===== config.mk =====
export PLATFORM = sky130hd
export DESIGN_NAME = text_cursor_sequencer_flat
export DESIGN_NICKNAME = d
export VERILOG_FILES = /design/src/rtl/text_cursor_sequencer_pkg.sv /design/src/rtl/text_cursor_sequencer_if.sv /design/src/rtl/text_cursor_sequencer_char_fifo.sv /design/src/rtl/text_cursor_sequencer.sv /design/src/flat_wrapper.sv
export SDC_FILE = /design/constraint.sdc
export NUM_CORES = 1
export LEC_CHECK = 0
export CAP_MARGIN = 10
export CORE_MARGIN = 4
export CORE_UTILIZATION = 55
export DETAILED_ROUTE_END_ITERATION = 10
export MAX_ROUTING_LAYER = met4
export PLACE_DENSITY_LB_ADDON = 0.25
export SYNTH_ARGS = -nofsm -noshare
export SYNTH_HDL_FRONTEND = slang
export SYNTH_HIERARCHICAL = 1
export SYNTH_SLANG_ARGS = --single-unit

===== constraint.sdc =====
create_clock -name clock -period 3.15 [get_ports clock]
set_input_delay 0.63 -clock clock [delete_from_list [all_inputs] [get_ports clock]]
set_output_delay 0.63 -clock clock [all_outputs]
set_load 0.1 [all_outputs]

===== src/rtl/text_cursor_sequencer_pkg.sv =====
// Shared screen geometry, ASCII control codes and state types for the text cursor sequencer.
package typer_pkg;

   localparam int SCREEN_WIDTH  = 640;
   localparam int SCREEN_HEIGHT = 480;
   localparam int CHAR_WIDTH    = 20;
   localparam int CHAR_HEIGHT   = 30;
   localparam int FIFO_DEPTH    = 8;

   localparam int COLS       = SCREEN_WIDTH / CHAR_WIDTH;
   localparam int ROWS       = SCREEN_HEIGHT / CHAR_HEIGHT;
   localparam int ROW_STRIDE = SCREEN_WIDTH * CHAR_HEIGHT;

   localparam logic [7:0] ASCII_LF    = 8'h0A;
   localparam logic [7:0] ASCII_BS    = 8'h08;
   localparam logic [7:0] ASCII_SPACE = 8'h20;

   typedef enum logic [1:0] {IDLE, ISSUE, WAIT, ADVANCE} seq_state_t;

   // What the ADVANCE state does to the cursor for the character just handled.
   typedef enum logic [1:0] {ADV_STEP, ADV_NEWLINE, ADV_HOLD} advance_kind_t;

endpackage


===== src/rtl/text_cursor_sequencer_if.sv =====
// Character input and glyph-draw handshake bundle; master is the sequencer side.
interface text_cursor_sequencer_if;

   logic [7:0]  char_in;
   logic        char_valid;
   logic        char_ready;
   logic        finished_saving_char;
   logic        start_writing_character;
   logic [7:0]  character_output;
   logic [18:0] top_left_corner_address;

   modport master (
      input  char_in, char_valid, finished_saving_char,
      output char_ready, start_writing_character, character_output, top_left_corner_address
   );

   modport slave (
      output char_in, char_valid, finished_saving_char,
      input  char_ready, start_writing_character, character_output, top_left_corner_address
   );

endinterface


===== src/rtl/text_cursor_sequencer_char_fifo.sv =====
// Synchronous first-word-fall-through FIFO buffering incoming character codes.
module char_fifo #(
   parameter int WIDTH = 8,
   parameter int DEPTH = 8
) (
   input  logic                    clock,
   input  logic                    reset,
   input  logic [WIDTH-1:0]        push_data,
   input  logic                    push,
   input  logic                    pop,
   output logic [WIDTH-1:0]        head,
   output logic                    full,
   output logic                    empty,
   output logic [$clog2(DEPTH):0]  count
);

   localparam int AW = $clog2(DEPTH);

   logic [WIDTH-1:0] mem [DEPTH];
   logic [AW-1:0]    wr_ptr;
   logic [AW-1:0]    rd_ptr;
   logic             do_push;
   logic             do_pop;

   assign full    = (count == (AW + 1)'(DEPTH));
   assign empty   = (count == '0);
   assign do_push = push && !full;
   assign do_pop  = pop && !empty;
   assign head    = mem[rd_ptr];

   always_ff @(posedge clock) begin
      if (do_push) mem[wr_ptr] <= push_data;
   end

   // A push refused while full is simply dropped; the source is expected to hold it.
   always_ff @(posedge clock or posedge reset) begin
      if (reset) begin
         wr_ptr <= '0;
         rd_ptr <= '0;
         count  <= '0;
      end else begin
         if (do_push) wr_ptr <= wr_ptr + AW'(1);
         if (do_pop)  rd_ptr <= rd_ptr + AW'(1);
         case ({do_push, do_pop})
            2'b10:   count <= count + (AW + 1)'(1);
            2'b01:   count <= count - (AW + 1)'(1);
            default: count <= count;
         endcase
      end
   end

endmodule


===== src/rtl/text_cursor_sequencer.sv =====
// Feeds characters one at a time to the glyph drawer while tracking a 32x16 text cursor.
// Optional backspace handling is enabled by defining TYPER_BACKSPACE_EN.
module text_cursor_sequencer
   import typer_pkg::*;
(
   input  logic                    clock,
   input  logic                    reset,
   text_cursor_sequencer_if.master bus,
   output logic [4:0]              cursor_col,
   output logic [3:0]              cursor_row,
   output logic [3:0]              fifo_count,
   output logic                    seq_busy
);

   localparam logic [4:0]  LAST_COL = 5'(COLS - 1);
   localparam logic [3:0]  LAST_ROW = 4'(ROWS - 1);
   localparam logic [9:0]  COL_STEP = 10'(CHAR_WIDTH);
   localparam logic [18:0] ROW_STEP = 19'(ROW_STRIDE);

   seq_state_t    state;
   seq_state_t    state_next;
   advance_kind_t kind;

   logic [7:0]  head;
   logic        fifo_full;
   logic        fifo_empty;
   logic        pop;
   logic        load_draw;
   logic        load_newline;
   logic [18:0] row_base;
   logic [9:0]  col_offset;
   logic [18:0] cell_addr;
   logic [7:0]  char_latch;
   logic [18:0] addr_latch;
   logic        line_break;

   char_fifo #(
      .WIDTH (8),
      .DEPTH (FIFO_DEPTH)
   ) u_fifo (
      .clock     (clock),
      .reset     (reset),
      .push_data (bus.char_in),
      .push      (bus.char_valid),
      .pop       (pop),
      .head      (head),
      .full      (fifo_full),
      .empty     (fifo_empty),
      .count     (fifo_count)
   );

   assign cell_addr  = row_base + {9'd0, col_offset};
   assign line_break = (kind == ADV_NEWLINE) || (cursor_col == LAST_COL);

   assign bus.char_ready              = !fifo_full;
   assign bus.start_writing_character = (state == ISSUE);
   assign bus.character_output        = char_latch;
   assign bus.top_left_corner_address = addr_latch;
   assign seq_busy                    = (state != IDLE);

`ifdef TYPER_BACKSPACE_EN
   localparam logic [9:0] LAST_COL_OFFSET = 10'(CHAR_WIDTH * (COLS - 1));

   logic        load_backspace;
   logic [4:0]  back_col;
   logic [3:0]  back_row;
   logic [18:0] back_row_base;
   logic [9:0]  back_col_offset;

   // The cell one step behind the cursor; the top-left cell steps back onto itself.
   always_comb begin
      back_col        = cursor_col;
      back_row        = cursor_row;
      back_row_base   = row_base;
      back_col_offset = col_offset;
      if (cursor_col != '0) begin
         back_col        = cursor_col - 5'd1;
         back_col_offset = col_offset - COL_STEP;
      end else if (cursor_row != '0) begin
         back_col        = LAST_COL;
         back_col_offset = LAST_COL_OFFSET;
         back_row        = cursor_row - 4'd1;
         back_row_base   = row_base - ROW_STEP;
      end
   end
`endif

   always_ff @(posedge clock or posedge reset) begin
      if (reset) state <= IDLE;
      else       state <= state_next;
   end

   // Only pull a character while the drawer reports idle, so ISSUE always starts a fresh handshake.
   always_comb begin
      state_next   = state;
      pop          = 1'b0;
      load_draw    = 1'b0;
      load_newline = 1'b0;
`ifdef TYPER_BACKSPACE_EN
      load_backspace = 1'b0;
`endif
      case (state)
         IDLE: begin
            if (!fifo_empty && bus.finished_saving_char) begin
               pop = 1'b1;
               if (head == ASCII_LF) begin
                  load_newline = 1'b1;
                  state_next   = ADVANCE;
               end
`ifdef TYPER_BACKSPACE_EN
               else if (head == ASCII_BS) begin
                  load_backspace = 1'b1;
                  state_next     = ISSUE;
               end
`endif
               else begin
                  load_draw  = 1'b1;
                  state_next = ISSUE;
               end
            end
         end
         ISSUE:   if (!bus.finished_saving_char) state_next = WAIT;
         WAIT:    if (bus.finished_saving_char) state_next = ADVANCE;
         ADVANCE: state_next = IDLE;
         default: state_next = IDLE;
      endcase
   end

   // Cursor position, row base and column offset move together so the address never needs a multiply.
   always_ff @(posedge clock or posedge reset) begin
      if (reset) begin
         cursor_col <= '0;
         cursor_row <= '0;
         row_base   <= '0;
         col_offset <= '0;
         char_latch <= '0;
         addr_latch <= '0;
         kind       <= ADV_STEP;
      end else begin
         if (load_draw) begin
            char_latch <= head;
            addr_latch <= cell_addr;
            kind       <= ADV_STEP;
         end
         if (load_newline) kind <= ADV_NEWLINE;
`ifdef TYPER_BACKSPACE_EN
         if (load_backspace) begin
            char_latch <= ASCII_SPACE;
            addr_latch <= back_row_base + {9'd0, back_col_offset};
            cursor_col <= back_col;
            cursor_row <= back_row;
            row_base   <= back_row_base;
            col_offset <= back_col_offset;
            kind       <= ADV_HOLD;
         end
`endif
         if (state == ADVANCE && kind != ADV_HOLD) begin
            if (line_break) begin
               cursor_col <= '0;
               col_offset <= '0;
               if (cursor_row == LAST_ROW) begin
                  cursor_row <= '0;
                  row_base   <= '0;
               end else begin
                  cursor_row <= cursor_row + 4'd1;
                  row_base   <= row_base + ROW_STEP;
               end
            end else begin
               cursor_col <= cursor_col + 5'd1;
               col_offset <= col_offset + COL_STEP;
            end
         end
      end
   end

endmodule


===== src/flat_wrapper.sv =====
// flat-port wrapper written by rule: the top's interface ports become plain ports
module text_cursor_sequencer_flat import typer_pkg::*;
  (clock, reset, cursor_col, cursor_row, fifo_count, seq_busy, bus_char_in, bus_char_valid, bus_finished_saving_char, bus_char_ready, bus_start_writing_character, bus_character_output, bus_top_left_corner_address);
  text_cursor_sequencer_if bus_i ();
  input  logic clock;
  input  logic reset;
  output logic [4:0] cursor_col;
  output logic [3:0] cursor_row;
  output logic [3:0] fifo_count;
  output logic seq_busy;
  input wire logic [$bits(bus_i.char_in)-1:0] bus_char_in;
  input wire logic [$bits(bus_i.char_valid)-1:0] bus_char_valid;
  input wire logic [$bits(bus_i.finished_saving_char)-1:0] bus_finished_saving_char;
  output wire logic [$bits(bus_i.char_ready)-1:0] bus_char_ready;
  output wire logic [$bits(bus_i.start_writing_character)-1:0] bus_start_writing_character;
  output wire logic [$bits(bus_i.character_output)-1:0] bus_character_output;
  output wire logic [$bits(bus_i.top_left_corner_address)-1:0] bus_top_left_corner_address;
  assign bus_i.char_in = bus_char_in;
  assign bus_i.char_valid = bus_char_valid;
  assign bus_i.finished_saving_char = bus_finished_saving_char;
  assign bus_char_ready = bus_i.char_ready;
  assign bus_start_writing_character = bus_i.start_writing_character;
  assign bus_character_output = bus_i.character_output;
  assign bus_top_left_corner_address = bus_i.top_left_corner_address;
  text_cursor_sequencer u_core (.clock(clock), .reset(reset), .bus(bus_i), .cursor_col(cursor_col), .cursor_row(cursor_row), .fifo_count(fifo_count), .seq_busy(seq_busy));
endmodule

==> results.toml <==
[setup_path]
r2r-end = "u_core/bus.top_left_corner_address[7]"
endpoint_kind = "flop"
r2r_cells = 6
worstSetupStartpointType = "flop"
reg2reg_from = "u_core/u_fifo/rd_ptr[0]"
cp.required_ns = 3.54
crit_fanout = 32
cp.arrival_ns = 3.30
crit_type = "flop to flop"
r2r_slack_ns = 0.24

[clocking]
cts-buffers-inserted = 17
cts_tree = "done"
cts.sinks = 130
htreeDepth = 4
cts_setup_buffers = 0
path_clk_slew_ns = 0.06
clockRootBuffer = "clkbuf_8"
cts_hold_buffers = 0
cts_resized = 0
clk_path_buf_depth = 2
clk_latency_ns = 0.52

[layout]
final_common_cell = "edfxtp_1"
multi_input_area_sq_mm = 0.00221
fill_cells = 730
postLayoutCellArea_sq_mm = 0.00719
diodes = 0
fin_nets = 541
seqCellArea_sq_mm = 0.00358
area.growth.synth_to_final_pct = 19.7
final_cell_mix = "64 x edfxtp_1, 62 x dfrtp_1, 59 x buf_4"
drive_above_1_share_pct = 25.5
fin_cells = 661

[sta]
tightest_slew_ns = 0.994
final_hold_viol_count = 0
period_share_pct = 92.4
relSlewSlack_pct = 33.5
final.setup.tns_ns = 0
finalHoldWorstSlack_ns = 0.458
rsz0062_at_grt = "false"
fmax_ghz = 0.343
finalSetupViolations = 0
layout_min_cycle_time_ns = 2.91
finClkSkew_ns = 0.0139
slew_violations = 0

[worst_hold_path]
hold_path_class = "input port to asynchronous set/reset pin"

[detailed_routing]
drt-initial-drc-count = 143
drc_errors = 0
first_pass_iters = 4
wl_per_cell_um = 16.3
vias = 3637
drt-total-wl_um = 10800
antenna_left = 0
routed_via_density = 5.50

[place]
port_buffers = 52
placed_cells_incl_taps = 629
placed_cell_area_sq_mm = 0.00662
post-dp-hpwl_um = 7400
place.gp.congestion = 0.816

[grt]
track_usage_pct = 18.7
antenna_found_initial = 0
grt_start_max_net_pins = 33
grt_pass1_vias = 3523
grt_pass1_wl_um = 18000
grt_overflow_total = 0

[yosys]
syn_area_per_cell_sq_um = 13.5
synth_top_area_cell = "edfxtp_1"
synth-async-reset-ratio_pct = 50.8
ys_warn_count = 6
ys.flop_type = "dfrtp_1"
synth-edff-count = 64
syn_inst = 444
synth-seq-cells = 130
synth_top_cell_area_share_pct = 32.0
synthTopCellsByArea = "edfxtp_1 32%, dfrtp_1 27%, mux4_1 7.0%, ha_1 3.3%, mux2_2 3.2%"
synth_seq_area_share_pct = 59.5
synth_cell_types = 58
netlist_area_sq_mm = 0.00601

[outcome]
status = "complete, no violations"

[floorplanning]
die_area_sq_mm = 0.0127
chipHeight_um = 113
io_pins = 55
fp.coreArea_sq_mm = 0.0105
initial_core_util_pct = 57.4
die_x_um = 113
row_count = 37

[job]
maxCapViolCount = 0
[cell usage after synthesis (all sizes together), types with 3 or more instances]
cell type / n
xnor2: 14
mux4: 16
buf: 18
nand2: 35
a21o: 3
clkbuf: 5
xor2: 6
a21oi: 20
nand4: 9
mux2i: 4
inv: 23
nor3: 8
nand2b: 4
ha: 16
nor2: 29
nand3: 12
and3: 4
mux2: 26
dfrtp: 66
o21ai: 23
o31ai: 4
edfxtp: 64
[per-stage QoR]
stage | setup slack, ns | util (%)
after floorplan | 0.0375 | -
after global placement | 0.124 | 63.3
after detailed placement | 0.0704 | 63.3
after CTS | 0.215 | 68.7
after global routing | 0.0772 | 68.7
final | 0.238 | 68.7
[worst max-delay path, stage by stage (launching register included)]
cell and delay [ns]:
dfrtp_1 0.35, buf_4 0.18, mux4_1 0.56, mux2_2 0.29, nor4b_2 0.19, a21boi_4 0.79
mux2_2 0.42
[flip-flops by register name, summed over array words and instances, names as in the netlist]
| register | flops |
|---|---|
| u_core/u_fifo/rd_ptr | 3 |
| u_core/col_offset | 8 |
| u_core/bus.character_output | 8 |
| u_core/row_base | 11 |
| u_core/state | 2 |
| u_core/u_fifo/mem | 64 |
| u_core/cursor_row | 4 |
| u_core/u_fifo/wr_ptr | 3 |
| u_core/u_fifo/count | 4 |
| u_core/bus.top_left_corner_address | 17 |
| u_core/kind | 1 |
| u_core/cursor_col | 5 |
[layout make-up]
cell class | instances | share of cell area, %
Sequential cell | 130 | 49.8
Multi-Input combinational cell | 269 | 30.7
Timing Repair Buffer | 71 | 7.97
Clock buffer | 17 | 5.76
Tap cell | 136 | 2.37
Clock inverter | 15 | 2.21
Inverter | 23 | 1.20
[cells by family (layout without fill, tap and decap cells)]
| family | count (synthesis) | count (layout) | share of synthesized area [%] |
|---|---|---|---|
| muxes | 46 | 46 | 13.0 |
| adders and majority gates | 17 | 17 | 3.67 |
| DFF | 130 | 130 | 59.5 |
| and+or+nand+nor | 115 | 115 | 9.56 |
| other | 1 | 2 | 0.0624 |
| AOI/OAI and AO/OA | 69 | 69 | 7.37 |
| xor gates and xnor gates | 20 | 20 | 2.92 |
| buffers and inverters | 46 | 126 | 3.89 |
[worst max path at each step]
stage / start / to / slack [ns] / depth (start not counted)
after floorplan: u_core/u_fifo/count[0] / u_core/u_fifo/count[3] / 0.04 / 10
after global placement: bus_finished_saving_char / u_core/u_fifo/count[3] / 0.12 / 9
after detailed placement: bus_finished_saving_char / u_core/u_fifo/count[3] / 0.07 / 9
after CTS: u_core/u_fifo/rd_ptr[0] / u_core/bus.top_left_corner_address[5] / 0.21 / 6
after global routing: u_core/u_fifo/count[0] / u_core/u_fifo/count[3] / 0.08 / 9
final: u_core/u_fifo/rd_ptr[0] / u_core/bus.top_left_corner_address[7] / 0.24 / 6
[layer usage]
layer	track usage, %	wire length, um	up-vias
met2	30.0	5500	73
met4	7.45	161	0
met3	4.37	394	14
met1	23.1	4740	1763
met5	-	0	-
li1	-	-	1787
Power is not shown: default switching activity piles up to over one toggle a cycle in this logic, so the estimate is an artifact.
